**src/rtl/param_fifo_buffer.sv**
```systemverilog
// Synchronous single-clock FIFO with a registered read port, occupancy count,
// programmable almost-full/almost-empty thresholds and sticky overflow/underflow flags.
module param_fifo_buffer #(
    parameter int DATA_W    = 32,
    parameter int DEPTH     = 8,
    parameter int AFULL_TH  = DEPTH - 2,
    parameter int AEMPTY_TH = 2
) (
    input  logic                     clk,
    input  logic                     reset,
    input  logic                     wr_en,
    input  logic [DATA_W-1:0]        wr_data,
    input  logic                     rd_en,
    output logic [DATA_W-1:0]        rd_data,
    output logic                     rd_valid,
    output logic [$clog2(DEPTH):0]   count,
    output logic                     full,
    output logic                     empty,
    output logic                     almost_full,
    output logic                     almost_empty,
    output logic                     overflow,
    output logic                     underflow,
    input  logic                     clr_err
);

    localparam int PW = $clog2(DEPTH);
    localparam int CW = PW + 1;
    localparam logic [CW-1:0] FULL_CNT = CW'(DEPTH);
    localparam logic [CW-1:0] AF_CNT   = CW'(AFULL_TH);
    localparam logic [CW-1:0] AE_CNT   = CW'(AEMPTY_TH);

    logic [DATA_W-1:0] mem [DEPTH];
    logic [PW-1:0]     wr_ptr;
    logic [PW-1:0]     rd_ptr;
    logic              rd_acc;
    logic              wr_acc;

    // A full FIFO still takes a write when a read frees a slot in the same cycle.
    assign rd_acc = rd_en && (count != '0);
    assign wr_acc = wr_en && ((count != FULL_CNT) || rd_acc);

    assign full         = (count == FULL_CNT);
    assign empty        = (count == '0);
    assign almost_full  = (count >= AF_CNT);
    assign almost_empty = (count <= AE_CNT);

    // NOTE: storage is deliberately left out of reset; zeroed pointers and count
    // already make every stale entry unreachable, and this keeps it RAM-mappable.
    always_ff @(posedge clk) begin
        if (wr_acc) begin
            mem[wr_ptr] <= wr_data;
        end
    end

    // NOTE: non-blocking assignments let a full-FIFO read see the old slot
    // contents while the simultaneous write lands in that same slot.
    always_ff @(posedge clk or posedge reset) begin
        if (reset) begin
            wr_ptr    <= '0;
            rd_ptr    <= '0;
            count     <= '0;
            rd_data   <= '0;
            rd_valid  <= 1'b0;
            overflow  <= 1'b0;
            underflow <= 1'b0;
        end else begin
            rd_valid <= rd_acc;
            if (wr_acc) begin
                wr_ptr <= wr_ptr + 1'b1;
            end
            if (rd_acc) begin
                rd_data <= mem[rd_ptr];
                rd_ptr  <= rd_ptr + 1'b1;
            end
            if (wr_acc && !rd_acc) begin
                count <= count + 1'b1;
            end else if (rd_acc && !wr_acc) begin
                count <= count - 1'b1;
            end
            // A new error in the same cycle as clr_err wins over the clear.
            overflow  <= (wr_en && !wr_acc) || (overflow  && !clr_err);
            underflow <= (rd_en && !rd_acc) || (underflow && !clr_err);
        end
    end

endmodule

```
**config.mk**
```make
export PLATFORM = sky130hd
export DESIGN_NAME = param_fifo_buffer
export DESIGN_NICKNAME = d
export VERILOG_FILES = /design/src/rtl/param_fifo_buffer.sv
export SDC_FILE = /design/constraint.sdc
export NUM_CORES = 1
export LEC_CHECK = 0
export CORE_ASPECT_RATIO = 1.25
export CORE_MARGIN = 5
export CORE_UTILIZATION = 30
export DETAILED_ROUTE_END_ITERATION = 8
export PLACE_DENSITY = 0.53
export SLEW_MARGIN = 10
export SYNTH_ARGS = -nofsm -noshare
export SYNTH_HDL_FRONTEND = slang
export SYNTH_SLANG_ARGS = --single-unit
export TNS_END_PERCENT = 100
```
**constraint.sdc**
```tcl
create_clock -name clk -period 4.7 [get_ports clk]
set_clock_uncertainty 0.05 [all_clocks]
set_input_delay 0.94 -clock clk [delete_from_list [all_inputs] [get_ports clk]]
set_output_delay 0.94 -clock clk [all_outputs]
set_load 0.02 [all_outputs]
```
# Word-level counts from Yosys, hierarchy flattened
# Memory sizes are Yosys's and may differ from the RTL's. A register that Yosys moved wholly into a read port is not among the register bits.
# Cells that the tools add are included.
[word_totals] ff_bits=13 ramBits=256 input_bits=37 out_inout_bits=43 elab_cells=36 memories=1
[op_classes] addsub=4 order_cmp=2 eq_ne=2 muxes=4 n_reduce_logical=17
[memory_table] memory="mem" depth=8 word_bits=32 read_ports=1 rd_ports_with_merged_regs=1 write_ports=1 line="32" text="logic [DATA_W-1:0] mem [DEPTH];"
[ops] operator="1-bit logical AND" n=8
[ops] operator="4-bit 2-to-1 mux" n=2
[ops] operator="3-bit by 1-bit adder with 3-bit output, second input constant" n=2
[ops] operator="4-bit by 1-bit adder with 4-bit output, second input constant" n=1
[ops] operator="4-bit == test, second input constant" n=1
[ops] operator="4-bit by 3-bit >= comparator with 1-bit output, second input constant" n=1
[ops] operator="4-bit by 2-bit less-or-equal comparator with 1-bit output, second input constant" n=1
[ops] operator="4-bit zero test" n=1
[ops] operator="4-bit inequality test, second input constant" n=1
[ops] operator="4-bit nonzero test" n=1
[ops] operator="4-bit by 1-bit subtractor with 4-bit output, second input constant" n=1
[ops] operator="1-bit zero test" n=3
[ops] operator="1-bit logical OR" n=3
[ops] operator="1-bit 2-to-1 mux" n=2
[ops] operator="2-bit nonzero test" n=1

# Depth between registers and ports, before layout
[logic_depth] word_depth=8 mapped_depth=10

# Worst setup path before layout
# Ideal clock, no wire load.
[synth_path] kind="input -> register" start="input rd_en" end="memory mem[0][0] (enable)" arrival_ns=4.091 required_ns=4.149 setup_slack_ns=0.058 cell_stages=2 path_cell_list="o21ai_4 nor4_1"
[synth_between] elab_chain_len=5
[synth_rtl] item="start: declaration" line="13" text="input logic rd_en,"
[synth_rtl] item="1-bit logical AND" line="39" text="assign rd_acc = rd_en && (count != '0);"
[synth_rtl] item="1-bit logical OR" line="40" text="assign wr_acc = wr_en && ((count != FULL_CNT) || rd_acc);"
[synth_rtl] item="1-bit logical AND" line="40"
[synth_rtl] item="1-bit 2-to-1 mux" line="50" text="if (wr_acc) begin"
[synth_rtl] item="1-bit 2-to-1 mux (not written as such)" line="51" text="mem[wr_ptr] <= wr_data;"
[synth_rtl] item="end: declaration" line="32"
# No other way between the ends.

# Final worst setup path
[layout_path] start="register count[0]" end="output full"
[layout_between] elab_chain_len=1
[layout_rtl] item="start: declaration" line="16" text="output logic [$clog2(DEPTH):0] count,"
[layout_rtl] item="start signal: assignment" line="76" text="count <= count + 1'b1;"
[layout_rtl] item="start signal: assignment" line="78" text="count <= count - 1'b1;"
[layout_rtl] item="4-bit == test" line="42" text="assign full = (count == FULL_CNT);"
[layout_rtl] item="end: declaration" line="17" text="output logic full,"
# No other way between the ends.

==> impl_metrics.py <==
metrics = {
    "status": {
        "status": "finished clean",
    },
    "yosys": {
        "synth_cell_type_count": 36,
        "yosys.area.top_type": "edfxtp_1",
        "synth_nets": 700,
        "yosys_warnings": 0,
        "synth-edff-count": 256,
        "syn_area_per_cell_um2": 17.6,
        "synth_area_leaders": "edfxtp_1 (66%), dfrtp_1 (9.7%), mux2_2 (5.8%), mux2i_1 (5.6%), o221ai_1 (2.0%)",
        "synth_top_area_share": 0.663,
        "yosys_register_bits": 301,
        "synth_common_cells": "edfxtp_1 (256), mux2i_1 (65), mux2_2 (60)",
        "synthFlopType": "edfxtp_1",
        "syn-instance-count": 657,
        "async_reset_ff_frac": 0.150,
        "syn_area_mm2": 0.0116,
        "yosysMostFrequentCell": "edfxtp_1",
        "ys_seq_area_frac": 0.760,
    },
    "placement": {
        "dp_hpwl_mm": 13.9,
        "dp_slack_ns": 1.02,
        "place_inst": 1209,
        "io_buffers": 79,
        "place_congestion": 0.697,
    },
    "flow_run": {
        "maxCapViolations": 0,
    },
    "route": {
        "viasPerCell": 4.63,
        "drt_pass1_iterations": 4,
        "drc": 0,
        "postRouteAntennaNets": 0,
        "via_count": 5863,
        "initialDrtViolationCount": 413,
        "wl_mm": 24.2,
        "wl_per_cell_um": 19.1,
    },
    "power_and_ir_drop": {
        "leakage_uw": 0.00482,
        "ir_drop_mv": 0.239,
        "power_density_mw_per_mm2": 629,
    },
    "final_layout": {
        "multiInputGateArea_mm2": 0.00265,
        "fillers": 3590,
        "seqCellArea_mm2": 0.00882,
        "layout.nets": 793,
        "instances_no_fill": 1267,
        "drive_above_1_share": 0.187,
        "area_growth_syn_to_layout_pct": 21.2,
    },
    "global_routing": {
        "grt_pass1_wl_mm": 37.9,
        "overflow": 0,
        "first_global_vias": 6406,
        "antenna_found_initial": 2,
        "grt_util_all_layers": 0.114,
        "grt_max_degree": 68,
    },
    "timing": {
        "final.min_clock_period_ns": 3.28,
        "fmax_mhz": 305,
        "drv_slew": 0,
        "fin_tns_setup_ns": 0,
        "tightest_slew_ns": 1.03,
        "setup_viol": 0,
        "fin_crit_sh": 0.698,
        "finalHoldViolCount": 0,
        "layout_setup_ws_ns": 1.42,
        "rsz0062_at_grt": "false",
        "relSlewSlack": 0.312,
    },
    "cts": {
        "htree_levels": 1,
        "cts-resized-gates": 0,
        "cts_sinks": 301,
        "clockRootBuffer": "clkbuf_16",
        "clk_pin_slew_ns": 0.06,
        "clk_latency_ns": 0.55,
        "cts_hold_buffers": 0,
        "cts_setup_buffers": 0,
        "cts_buffers": 31,
        "clockBufferDepth": 3,
        "cts_tree": "yes",
    },
    "floorplanning": {
        "initial_core_util": 0.303,
        "ios": 80,
        "dieWidth_um": 186,
        "die-height_um": 230,
        "die_area_mm2": 0.0427,
        "rows": 80,
        "core-area_mm2": 0.0382,
    },
    "worst_setup_path": {
        "crit_path_cell_trace": "or4b_4 > inv_1 > clkdlybuf4s50_1",
        "startpoint_type": "register",
        "required_ns": 3.71,
        "critical_path_class": "reg2out",
        "end_kind": "output port",
        "crit_family": "buffers and inverters",
        "path_buf_inv": 2,
        "max_stage_delay_ns": 0.60,
        "crit_slowest_cell": "or4b_4",
        "arrival_ns": 2.29,
        "crit_fanout": 7,
    },
    "min_path": {
        "hold_class": "reg2reg",
    },
}
## per-stage QoR
| step | utilization | total power, µW | area, µm² | hold slack (ns) |
|---|---|---|---|---|
| after global placement | 0.341 | 6510 | 13000 | 0.420 |
| final | 0.368 | 8830 | 14100 | 0.431 |
| after CTS | 0.367 | 8990 | 14000 | 0.439 |
| after floorplan | - | 5500 | 11600 | 0.456 |
| after detailed placement | 0.341 | 6550 | 13000 | 0.425 |
| after global routing | 0.368 | 9330 | 14100 | 0.462 |
## final timing paths
check,end,from,slack (ns),depth (start not counted)
max in group asynchronous,rd_ptr[0],reset,3.07,3
worst min-delay path,rd_data[4],rd_data[4],0.43,2
worst max-delay path,full,count[0],1.42,3
worst min register to register,rd_data[4],rd_data[4],0.43,2
worst max register to register,count[3],count[0],1.51,9
min in group asynchronous,rd_data[21],reset,0.67,2
## report_power, final
| group | switching, µW | internal (µW) | leakage, µW | total (µW) |
|---|---|---|---|---|
| Clock | 990 | 1420 | 0.000489 | 2410 |
| Combinational | 1500 | 1180 | 0.00146 | 2680 |
| Sequential | 302 | 3440 | 0.00287 | 3740 |
## tightest hold or removal path, delay by kind of cell, from the launching register on
| family | cells | cell delay (ns) |
|---|---|---|
| flops | 1 | 0.34 |
| simple gates | 1 | 0.05 |
| compound gates | 1 | 0.06 |
## registers in the layout, indices dropped and copies added, names as in the netlist
name       cells
count          4
mem          256
overflow       1
rd_data       32
rd_ptr         3
rd_valid       1
underflow      1
wr_ptr         3
## placed cells by master, fill, tap and decap left out, drive strengths merged
master         count
a2111oi            1
a211oi             1
a21o               2
a21oi              1
a221o              6
a22o               2
a22oi             26
buf               16
bufinv             3
clkbuf            40
clkdlybuf4s50     79
clkinv             9
clkinvlp           4
dfrtp             45
diode              1
edfxtp           256
fa                 1
ha                 5
inv                7
mux2              65
mux2i             65
nand2             46
nand2b             4
nor2               5
nor2b              1
nor3               7
nor4               2
o21ai             35
o221ai            26
o22ai              6
o31ai              1
or4b               1
xnor2              6
## area by class of cell
type / count / area share
antenna: 1 / 0.000178
sequential: 301 / 0.627
multi-input combinational: 315 / 0.188
clock buffer: 40 / 0.0597
timing repair buffer: 95 / 0.0666
inverter: 6 / 0.00160
tap: 492 / 0.0438
clock inverter: 17 / 0.0122
## per-layer routing
layer / GRT usage / routed length [µm]
met3: 0.0183 / 927
met5: 0 / 13
met2: 0.200 / 12400
met4: 0.0378 / 589
met1: 0.142 / 10300
## cell families (layout without fill, tap and decap cells)
| kind of cell | count (synthesis) | count (layout) | synth area share |
|---|---|---|---|
| AND/OR/NAND/NOR | 66 | 66 | 0.0255 |
| other | 0 | 1 | 0 |
| flip-flops | 301 | 301 | 0.760 |
| multiplexers | 130 | 130 | 0.119 |
| XOR/XNOR | 6 | 6 | 0.00453 |
| buffers and inverters | 41 | 158 | 0.0172 |
| AO/OA/AOI/OAI | 107 | 107 | 0.0663 |
| adder cells (fa/ha/maj) | 6 | 6 | 0.00712 |
(Power assumes the default switching activity.)
